$ cat src/rtl/fft32_pkg.sv
// rtl/fft32_pkg.sv - shared widths, types and helpers for the 32-point SDF FFT stage
//
// Purpose: common constants and types for sdf_bf_stage32 and twiddle_rom_32.
// Ports: none (package).
// Optional feature FFT_STAGE_SCALE_EN is applied in sdf_bf_stage32.
package fft32_pkg;

  localparam int DATA_W  = 22;
  localparam int TW_W    = 12;
  localparam int TW_FRAC = 10;
  localparam int FFT_N   = 32;
  localparam int HALF_N  = 16;
  localparam int CNT_W   = $clog2(FFT_N);

  typedef logic signed [DATA_W-1:0] data_t;
  typedef logic signed [TW_W-1:0]   tw_t;

  // Phase is the counter MSB: A fills the delay line, B does the butterfly.
  typedef enum logic {
    PH_A = 1'b0,
    PH_B = 1'b1
  } phase_e;

  // Sums come out in the low half of the frame, twiddled differences in the high half.
  function automatic logic [CNT_W-1:0] out_index(input logic [CNT_W-1:0] c);
    return c ^ CNT_W'(HALF_N);
  endfunction

endpackage

$ cat src/rtl/twiddle_rom_32.sv
// rtl/twiddle_rom_32.sv - combinational cos/sin table for W32^k, k = 0..15
//
// Purpose: W32^k = cos(2*pi*k/32) - j*sin(2*pi*k/32) in Q2.10, rounded to nearest.
// Ports:
//   k_i   [3:0]  twiddle index
//   cos_o [11:0] cos term (signed Q2.10)
//   sin_o [11:0] sin term (signed Q2.10); caller negates it for the imaginary part
module twiddle_rom_32
  import fft32_pkg::*;
(
  input  logic [3:0] k_i,
  output tw_t        cos_o,
  output tw_t        sin_o
);

  always_comb begin
    cos_o = '0;
    sin_o = '0;
    case (k_i)
      4'd0:  begin cos_o = tw_t'(1024);  sin_o = tw_t'(0);    end
      4'd1:  begin cos_o = tw_t'(1004);  sin_o = tw_t'(200);  end
      4'd2:  begin cos_o = tw_t'(946);   sin_o = tw_t'(392);  end
      4'd3:  begin cos_o = tw_t'(851);   sin_o = tw_t'(569);  end
      4'd4:  begin cos_o = tw_t'(724);   sin_o = tw_t'(724);  end
      4'd5:  begin cos_o = tw_t'(569);   sin_o = tw_t'(851);  end
      4'd6:  begin cos_o = tw_t'(392);   sin_o = tw_t'(946);  end
      4'd7:  begin cos_o = tw_t'(200);   sin_o = tw_t'(1004); end
      4'd8:  begin cos_o = tw_t'(0);     sin_o = tw_t'(1024); end
      4'd9:  begin cos_o = tw_t'(-200);  sin_o = tw_t'(1004); end
      4'd10: begin cos_o = tw_t'(-392);  sin_o = tw_t'(946);  end
      4'd11: begin cos_o = tw_t'(-569);  sin_o = tw_t'(851);  end
      4'd12: begin cos_o = tw_t'(-724);  sin_o = tw_t'(724);  end
      4'd13: begin cos_o = tw_t'(-851);  sin_o = tw_t'(569);  end
      4'd14: begin cos_o = tw_t'(-946);  sin_o = tw_t'(392);  end
      4'd15: begin cos_o = tw_t'(-1004); sin_o = tw_t'(200);  end
      default: begin cos_o = '0; sin_o = '0; end
    endcase
  end

endmodule

$ cat src/rtl/sdf_bf_stage32.sv
// rtl/sdf_bf_stage32.sv - radix-2 single-path delay-feedback stage, 32-point frame
//
// Purpose: phase counter, drain control, butterfly, twiddle multiplier and output
// register of one SDF stage; the 16-deep delay line lives outside this block.
// Optional feature: define FFT_STAGE_SCALE_EN to halve butterfly sums/differences.
// Ports:
//   clk, rst_n                 clock, asynchronous active-low reset
//   in_valid, x_re_in/x_im_in  input sample
//   fb_re_in/fb_im_in          oldest delay-line word
//   fb_en, fb_re_out/fb_im_out delay-line shift enable and write word (combinational)
//   out_valid, y_re_out/y_im_out, out_idx  registered stage output and frame position
module sdf_bf_stage32
  import fft32_pkg::*;
(
  input  logic                     clk,
  input  logic                     rst_n,
  input  logic                     in_valid,
  input  logic signed [DATA_W-1:0] x_re_in,
  input  logic signed [DATA_W-1:0] x_im_in,
  input  logic signed [DATA_W-1:0] fb_re_in,
  input  logic signed [DATA_W-1:0] fb_im_in,
  output logic                     fb_en,
  output logic signed [DATA_W-1:0] fb_re_out,
  output logic signed [DATA_W-1:0] fb_im_out,
  output logic                     out_valid,
  output logic signed [DATA_W-1:0] y_re_out,
  output logic signed [DATA_W-1:0] y_im_out,
  output logic [CNT_W-1:0]         out_idx
);

  localparam int PROD_W = DATA_W + TW_W;
  localparam int ACC_W  = PROD_W + 1;

  logic [CNT_W-1:0] cnt_q, cnt_d;
  logic             drain_q, drain_d;
  logic             seen_b_q, seen_b_d;
  logic             out_valid_q, out_valid_d;
  data_t            y_re_q, y_re_d, y_im_q, y_im_d;
  logic [CNT_W-1:0] out_idx_q, out_idx_d;

  phase_e phase;
  logic   drain_start, drain_act, active;
  data_t  x_re, x_im;

  assign phase = phase_e'(cnt_q[CNT_W-1]);

  // A drain begins the moment a frame has wrapped back to 0 with no new input,
  // so the stored differences are flushed without a bubble cycle.
  assign drain_start = (cnt_q == '0) && seen_b_q && !in_valid && !drain_q;
  assign drain_act   = drain_q || drain_start;
  assign active      = in_valid || drain_act;

  assign x_re = in_valid ? x_re_in : '0;
  assign x_im = in_valid ? x_im_in : '0;

  // Butterfly in 23 bits, then narrowed to the data width.
  logic signed [DATA_W:0] sum_re, sum_im, diff_re, diff_im;
  data_t                  sum_re_n, sum_im_n, diff_re_n, diff_im_n;

  assign sum_re  = {fb_re_in[DATA_W-1], fb_re_in} + {x_re[DATA_W-1], x_re};
  assign sum_im  = {fb_im_in[DATA_W-1], fb_im_in} + {x_im[DATA_W-1], x_im};
  assign diff_re = {fb_re_in[DATA_W-1], fb_re_in} - {x_re[DATA_W-1], x_re};
  assign diff_im = {fb_im_in[DATA_W-1], fb_im_in} - {x_im[DATA_W-1], x_im};

`ifdef FFT_STAGE_SCALE_EN
  // Dropping the LSB of the signed 23-bit value is a floor shift by one.
  assign sum_re_n  = sum_re[DATA_W:1];
  assign sum_im_n  = sum_im[DATA_W:1];
  assign diff_re_n = diff_re[DATA_W:1];
  assign diff_im_n = diff_im[DATA_W:1];
`else
  assign sum_re_n  = sum_re[DATA_W-1:0];
  assign sum_im_n  = sum_im[DATA_W-1:0];
  assign diff_re_n = diff_re[DATA_W-1:0];
  assign diff_im_n = diff_im[DATA_W-1:0];
`endif

  // Twiddle multiply of the fed-back difference by W32^cnt[3:0].
  tw_t tw_cos, tw_sin, tw_im;

  twiddle_rom_32 u_twiddle_rom (
    .k_i   (cnt_q[3:0]),
    .cos_o (tw_cos),
    .sin_o (tw_sin)
  );

  assign tw_im = -tw_sin;

  logic signed [PROD_W-1:0] p_rr, p_ii, p_ri, p_ir;
  logic signed [ACC_W-1:0]  acc_re, acc_im;
  data_t                    mul_re, mul_im;

  assign p_rr = PROD_W'(fb_re_in) * PROD_W'(tw_cos);
  assign p_ii = PROD_W'(fb_im_in) * PROD_W'(tw_im);
  assign p_ri = PROD_W'(fb_re_in) * PROD_W'(tw_im);
  assign p_ir = PROD_W'(fb_im_in) * PROD_W'(tw_cos);

  assign acc_re = {p_rr[PROD_W-1], p_rr} - {p_ii[PROD_W-1], p_ii};
  assign acc_im = {p_ri[PROD_W-1], p_ri} + {p_ir[PROD_W-1], p_ir};

  // Picking bits above TW_FRAC is the truncating arithmetic shift, low word kept.
  assign mul_re = acc_re[TW_FRAC +: DATA_W];
  assign mul_im = acc_im[TW_FRAC +: DATA_W];

  logic unused_bits;
  assign unused_bits = ^{acc_re[ACC_W-1:TW_FRAC+DATA_W], acc_re[TW_FRAC-1:0],
                         acc_im[ACC_W-1:TW_FRAC+DATA_W], acc_im[TW_FRAC-1:0],
                         sum_re, sum_im, diff_re, diff_im};

  // Delay-line write port.
  assign fb_en     = active && rst_n;
  assign fb_re_out = (phase == PH_B) ? diff_re_n : x_re;
  assign fb_im_out = (phase == PH_B) ? diff_im_n : x_im;

  always_comb begin
    cnt_d       = cnt_q;
    drain_d     = drain_q;
    seen_b_d    = seen_b_q;
    out_valid_d = 1'b0;
    y_re_d      = y_re_q;
    y_im_d      = y_im_q;
    out_idx_d   = out_idx_q;
    if (active) begin
      cnt_d     = cnt_q + 1'b1;
      out_idx_d = out_index(cnt_q);
      if (phase == PH_B) begin
        out_valid_d = 1'b1;
        y_re_d      = sum_re_n;
        y_im_d      = sum_im_n;
        if (cnt_q == CNT_W'(FFT_N - 1)) begin
          seen_b_d = 1'b1;
        end
      end else begin
        // Phase A differences only exist once a full phase B has been written.
        out_valid_d = seen_b_q;
        y_re_d      = mul_re;
        y_im_d      = mul_im;
      end
      if (in_valid || cnt_q == CNT_W'(HALF_N - 1)) begin
        drain_d = 1'b0;
      end else begin
        drain_d = 1'b1;
      end
    end
  end

  always_ff @(posedge clk or negedge rst_n) begin
    if (!rst_n) begin
      cnt_q       <= '0;
      drain_q     <= 1'b0;
      seen_b_q    <= 1'b0;
      out_valid_q <= 1'b0;
      y_re_q      <= '0;
      y_im_q      <= '0;
      out_idx_q   <= '0;
    end else begin
      cnt_q       <= cnt_d;
      drain_q     <= drain_d;
      seen_b_q    <= seen_b_d;
      out_valid_q <= out_valid_d;
      y_re_q      <= y_re_d;
      y_im_q      <= y_im_d;
      out_idx_q   <= out_idx_d;
    end
  end

  assign out_valid = out_valid_q;
  assign y_re_out  = y_re_q;
  assign y_im_out  = y_im_q;
  assign out_idx   = out_idx_q;

endmodule

$ cat config.mk
export PLATFORM = sky130hd
export DESIGN_NAME = sdf_bf_stage32
export DESIGN_NICKNAME = d
export VERILOG_FILES = /design/src/rtl/fft32_pkg.sv /design/src/rtl/twiddle_rom_32.sv /design/src/rtl/sdf_bf_stage32.sv
export SDC_FILE = /design/constraint.sdc
export NUM_CORES = 2
export LEC_CHECK = 0
export CAP_MARGIN = 25
export CORE_UTILIZATION = 29
export DETAILED_ROUTE_END_ITERATION = 12
export GPL_TIMING_DRIVEN = 0
export PLACE_DENSITY = 0.46
export SLEW_MARGIN = 40
export SYNTH_ARGS = -nofsm -noshare
export SYNTH_HDL_FRONTEND = slang
export SYNTH_HIERARCHICAL = 1
export SYNTH_SLANG_ARGS = --single-unit
$ cat constraint.sdc
create_clock -name clk -period 27.5 [get_ports clk]
set_input_delay 5.5 -clock clk [delete_from_list [all_inputs] [get_ports clk]]
set_output_delay 5.5 -clock clk [all_outputs]
set_load 0.05 [all_outputs]
# Yosys cells after proc, flatten, opt, wreduce, memory -nomap -nowiden
# Memory sizes are Yosys's and may differ from the RTL's.
# Cells that the tools add are included.
op_classes:
  eq_ne: 2
  reduce_logical: 11
  n_mux: 9
  n_bitwise: 1
  n_addsub: 8
  n_mul: 4
ops:
  columns: ["cell", "count"]
  rows:
  - ["22-bit two-way mux", 6]
  - ["22-bit by 12-bit multiplier with 32-bit output", 4]
  - ["22-bit adder", 2]
  - ["22-bit subtractor", 2]
  - ["32-bit adder", 1]
  - ["32-bit subtractor", 1]
  - ["12-bit negation", 1]
  - ["5-bit by 1-bit adder with 5-bit output (second input constant)", 1]
  - ["5-bit by 4-bit equality test with 1-bit output (second input constant)", 1]
  - ["5-bit equality test (second input constant)", 1]
  - ["5-bit zero test", 1]
  - ["1-bit logical AND", 4]
  - ["1-bit logical OR", 3]
  - ["1-bit two-way mux", 3]
  - ["3-bit AND reduction", 1]
  - ["1-bit zero test", 2]
  - ["1-bit inverter", 1]
word_totals:
  out_inout_bits: 95
  mem_bits_ro: 368
  input_bits: 91
  mem_count: 1
  ff_bits: 57
  elab_cells: 43
mem_list:
  columns: ["name", "words", "width", "rd", "rd_ports_with_merged_regs", "write_ports", "line", "text"]
  rows:
  - ["(name not given)", 16, 23, 1, 0, 0, "twiddle_rom_32.sv:19", "case (k_i)"]

# Logic depth before layout (Yosys ltp)
depth:
  depth_word: 7
  depth_mapped: 36
  depth_no_buf: 34

# Cells and area by module
# The synthesis kept the hierarchy.
modules_own_cells:
  columns: ["module", "area_each_um2", "cells_each", "n_inst"]
  rows:
  - ["sdf_bf_stage32", 42064.1, 4782, 1]
  - ["twiddle_rom_32", 601.8, 81, 1]

# Worst setup path before layout
# No wires, ideal clock.
synth_timing:
  kind: "input -> output"
  from: "input port in_valid"
  to: "output port fb_re_out[20]"
  t_arrival_ns: 8.984
  n_path_buf: 3
  setup_slack_ns: 13.016
  path_stages: 14
  path_cell_list: "clkbuf_1 clkbuf_1 nand2_1 ha_1 clkbuf_1 a21oi_1 o21bai_1 or3_1 o211ai_1 a31oi_1 or4_1 a31oi_1 xor2_1 mux2i_1"
synth_via:
  elab_chain_cells: 3
synth_rtl:
  columns: ["item", "line", "text"]
  rows:
  - ["start: declaration", "sdf_bf_stage32.sv:17", "input logic in_valid,"]
  - ["22-bit two-way mux (*)", "sdf_bf_stage32.sv:53", "assign x_re = in_valid ? x_re_in : '0;"]
  - ["22-bit subtractor", "sdf_bf_stage32.sv:62", "assign diff_re = {fb_re_in[DATA_W-1], fb_re_in} - {x_re[DATA_W-1], x_re};"]
  - ["22-bit two-way mux (*)", "sdf_bf_stage32.sv:112", "assign fb_re_out = (phase == PH_B) ? diff_re_n : x_re;"]
  - ["end: declaration", "sdf_bf_stage32.sv:23", "output logic signed [DATA_W-1:0] fb_re_out,"]
# Every way passes the cells marked *; elsewhere a longest branch is shown, timed or not.

# Final worst setup path
layout_timing:
  from: "input port fb_im_in[1]"
  to: "output port fb_im_out[20]"
layout_via:
  elab_chain_cells: 2
layout_rtl:
  columns: ["item", "line", "text"]
  rows:
  - ["start: declaration", "sdf_bf_stage32.sv:21", "input logic signed [DATA_W-1:0] fb_im_in,"]
  - ["22-bit subtractor", "sdf_bf_stage32.sv:63", "assign diff_im = {fb_im_in[DATA_W-1], fb_im_in} - {x_im[DATA_W-1], x_im};"]
  - ["22-bit two-way mux", "sdf_bf_stage32.sv:113", "assign fb_im_out = (phase == PH_B) ? diff_im_n : x_im;"]
  - ["end: declaration", "sdf_bf_stage32.sv:24", "output logic signed [DATA_W-1:0] fb_im_out,"]
# No other way between the ends.

==> run summary <==
max-slew violation count: 0
worst skew pair latency: 0.38 ns
post-synthesis async set-or-reset flop share: 1.000
Area contributors post-synth: fa_1 48%, inv_1 9.7%, ha_1 9.5%
crit path DAT: 11.27 ns
initial antenna violation count: 25
grt ovf: 0
Die Width: 385.6 um
hpwl dp: 148800 um
fin nets: 6508
ys flop type: dfrtp_1
Max-Cap Viols: 0
Detailed Routing Iterations Pass 1: 5
Worst Setup End Kind: output port
H-tree depth: 3
drt initial violations: 3047
Worst R2R Path Depth: 33
Hold-fix buffers, CTS: 0
final hold violations: 0
vias in the first global route: 35.45k
FF-to-FF setup slack: 15.58 ns
Die ar.: 0.1487 mm^2
Critical-path top delay cell: clkdlybuf4s50_1
Hold Crit Start: y_im_out[8]$_DFFE_PN0N_
Syn Inst Count: 4863
crit path to: fb_im_out[20]
cell family with most CP delay: buffers and inverters
I/O pins: 186
syn_nets: 6298
largest net degree at the start of global routing: 36
TritonCTS clock tree: done
measured slew at the worst slew-check pin: 1.018 ns
Slew Limit Headroom: 0.3214
syn avg cell area: 8.774 um^2
multi-input logic area: 0.03623 mm^2
Total Wirelength: 177100 um
Crit path top cell by count: o21ai_0
starting density of the core: 0.2924
design area: 0.04762 mm^2
top-count cell post-synth: inv_1
crit path max fanout: 10
worst reg2reg path endpoint: y_re_out[19]$_DFFE_PN0N_
top-area cell type share of the netlist area: 0.4786
critical path class: input pin to output port
Final Cycle Share: 0.6098
Distinct cells, synth: 91
clock slew at reported path FFs: 0.07 ns
Largest stage delay, worst path: 0.86 ns
via/cell ratio: 4.877
CP startpoint: fb_im_in[1]
# DRC: 0
row count: 140
DP Area: 0.04729 mm^2
RSZ-0062 raised after global routing: no
CTS sink count: 57
post-synth top area cell: fa_1
CP required: 22.00 ns
EDFF count, synth: 0
skew final: 0.01807 ns
cts bufs inserted: 9
PortBufs: 183
Peak Freq: 59.63 MHz
sequential area share after synthesis: 0.03343
outcome: complete, no violations
post-CTS setup buffer count: 0
Netlist Area Pre-Place: 0.04267 mm^2
core area: 0.1459 mm^2
#FFs+latches synth: 57
root buffer cell: clkbuf_16
die height: 385.6 um
final setup vio count: 0
total of warnings raised by yosys: 6
GR Util All Layers: 0.2426
WP buf/inv: 4
first-pass GRT wire length: 254600 um
CTS-repair resized insts: 0
top post-synthesis cells by count: 1102 x inv_1, 1020 x fa_1, 661 x nand2_1
Critical Path Stages: 15
share of layout cells above drive strength 1: 0.04411
Clock Tree Buf Depth: 2
min-delay worst type: flip-flop to flip-flop
Routability Congestion: 0.9703
area grow syn2layout: 11.62%
RR Startpoint: cnt_q[1]$_DFFE_PN0N_
Antenna Violating Nets Remaining: 0
via count: 34.17k
Sequential Area: 0.001426 mm^2
# fillers: 15.72k
Tmin final: 16.77 ns
setup_tns: 0 ns
worst path cell trace: clkdlybuf4s50_1, clkbuf_1, inv_1, fa_1, nor2b_1, o21ai_0, a21boi_0, o211ai_1, a31oi_1, o21ai_0, o311ai_0, o21ai_0, xor2_1, a21oi_1, clkdlybuf4s50_1
post-DR wirelength/cell: 25.27 um
Setup crit start kind: input pin
[final cells by class]
type	instances	share of cell area
tap	1917	0.05037
inverter	1104	0.08702
antenna	11	0.0005780
clock buffer	9	0.004729
sequential	57	0.02995
timing repair buffer	199	0.04141
buffer	258	0.02430
multi-input combinational	3444	0.7607
clock inverter	7	0.0009721
[tightest hold or removal path: cells and delay by family, from the launching register on]
kind	cells	cell delay (ns)
and+or+nand+nor	2	0.10
DFF	1	0.35
[flip-flops by register name (all words and copies together), names as in the netlist]
| signal | cells |
|---|---|
| drain_q | 1 |
| cnt_q | 5 |
| seen_b_q | 1 |
| y_re_out | 22 |
| out_valid | 1 |
| y_im_out | 22 |
| out_idx | 5 |
[cells by family after synthesis]
| logic type | Yosys count | share of synthesized area |
|---|---|---|
| AO/OA/AOI/OAI | 412 | 0.06147 |
| XOR/XNOR | 163 | 0.03346 |
| adder cells (fa/ha/maj) | 1344 | 0.5736 |
| buffers and inverters | 1362 | 0.1211 |
| flip-flops | 57 | 0.03343 |
| multiplexers | 21 | 0.005660 |
| other | 1 | 0.00008789 |
| AND/OR/NAND/NOR | 1503 | 0.1711 |
[placed cells by master, fill, tap and decap left out, drive strengths merged, types with 48 or more instances in the layout]
master and count:
and2 446, clkbuf 248, nand2b 48, o21ai 120, inv 1104, xnor2 125, ha 324, a21oi 125
clkdlybuf4s50 167, fa 1020, buf 51, nor2 168, dfrtp 57, nand2 661
[stage by stage]
stage	util	hold WS, ns	instances	setup slack (ns)
global placement	0.3214	0.4620	6963	10.87
finish	0.3264	0.4803	7006	10.73
CTS	0.3260	0.4847	6993	10.83
global route	0.3262	0.5089	6995	10.47
floorplan	-	0.4720	4863	13.02
detailed placement	0.3241	0.4661	6977	10.87
[how the worst min path moves through the flow]
| stage | slack [ns] | to | depth (start not counted) |
|---|---|---|---|
| final | 0.48 | y_im_out[8]$_DFFE_PN0N_ | 2 |
| after global placement | 0.46 | y_im_out[8]$_DFFE_PN0N_ | 2 |
| after detailed placement | 0.47 | y_im_out[8]$_DFFE_PN0N_ | 2 |
| after global routing | 0.51 | out_idx[3]$_DFFE_PN0N_ | 2 |
| after CTS | 0.48 | y_im_out[8]$_DFFE_PN0N_ | 2 |
| after floorplan | 0.47 | seen_b_q$_DFFE_PN0P_ | 1 |
[routing by layer]
layer | share of wire | GRT usage | vias to the layer above
li1 | - | - | 14750
met1 | 0.43 | 0.3334 | 17880
met2 | 0.46 | 0.3860 | 1330
met3 | 0.081 | 0.04526 | 196
met4 | 0.035 | 0.07210 | 10
met5 | 0.00039 | 0 | -
Power is not shown: default switching activity piles up to over one toggle a cycle in this logic, so the estimate is an artifact.
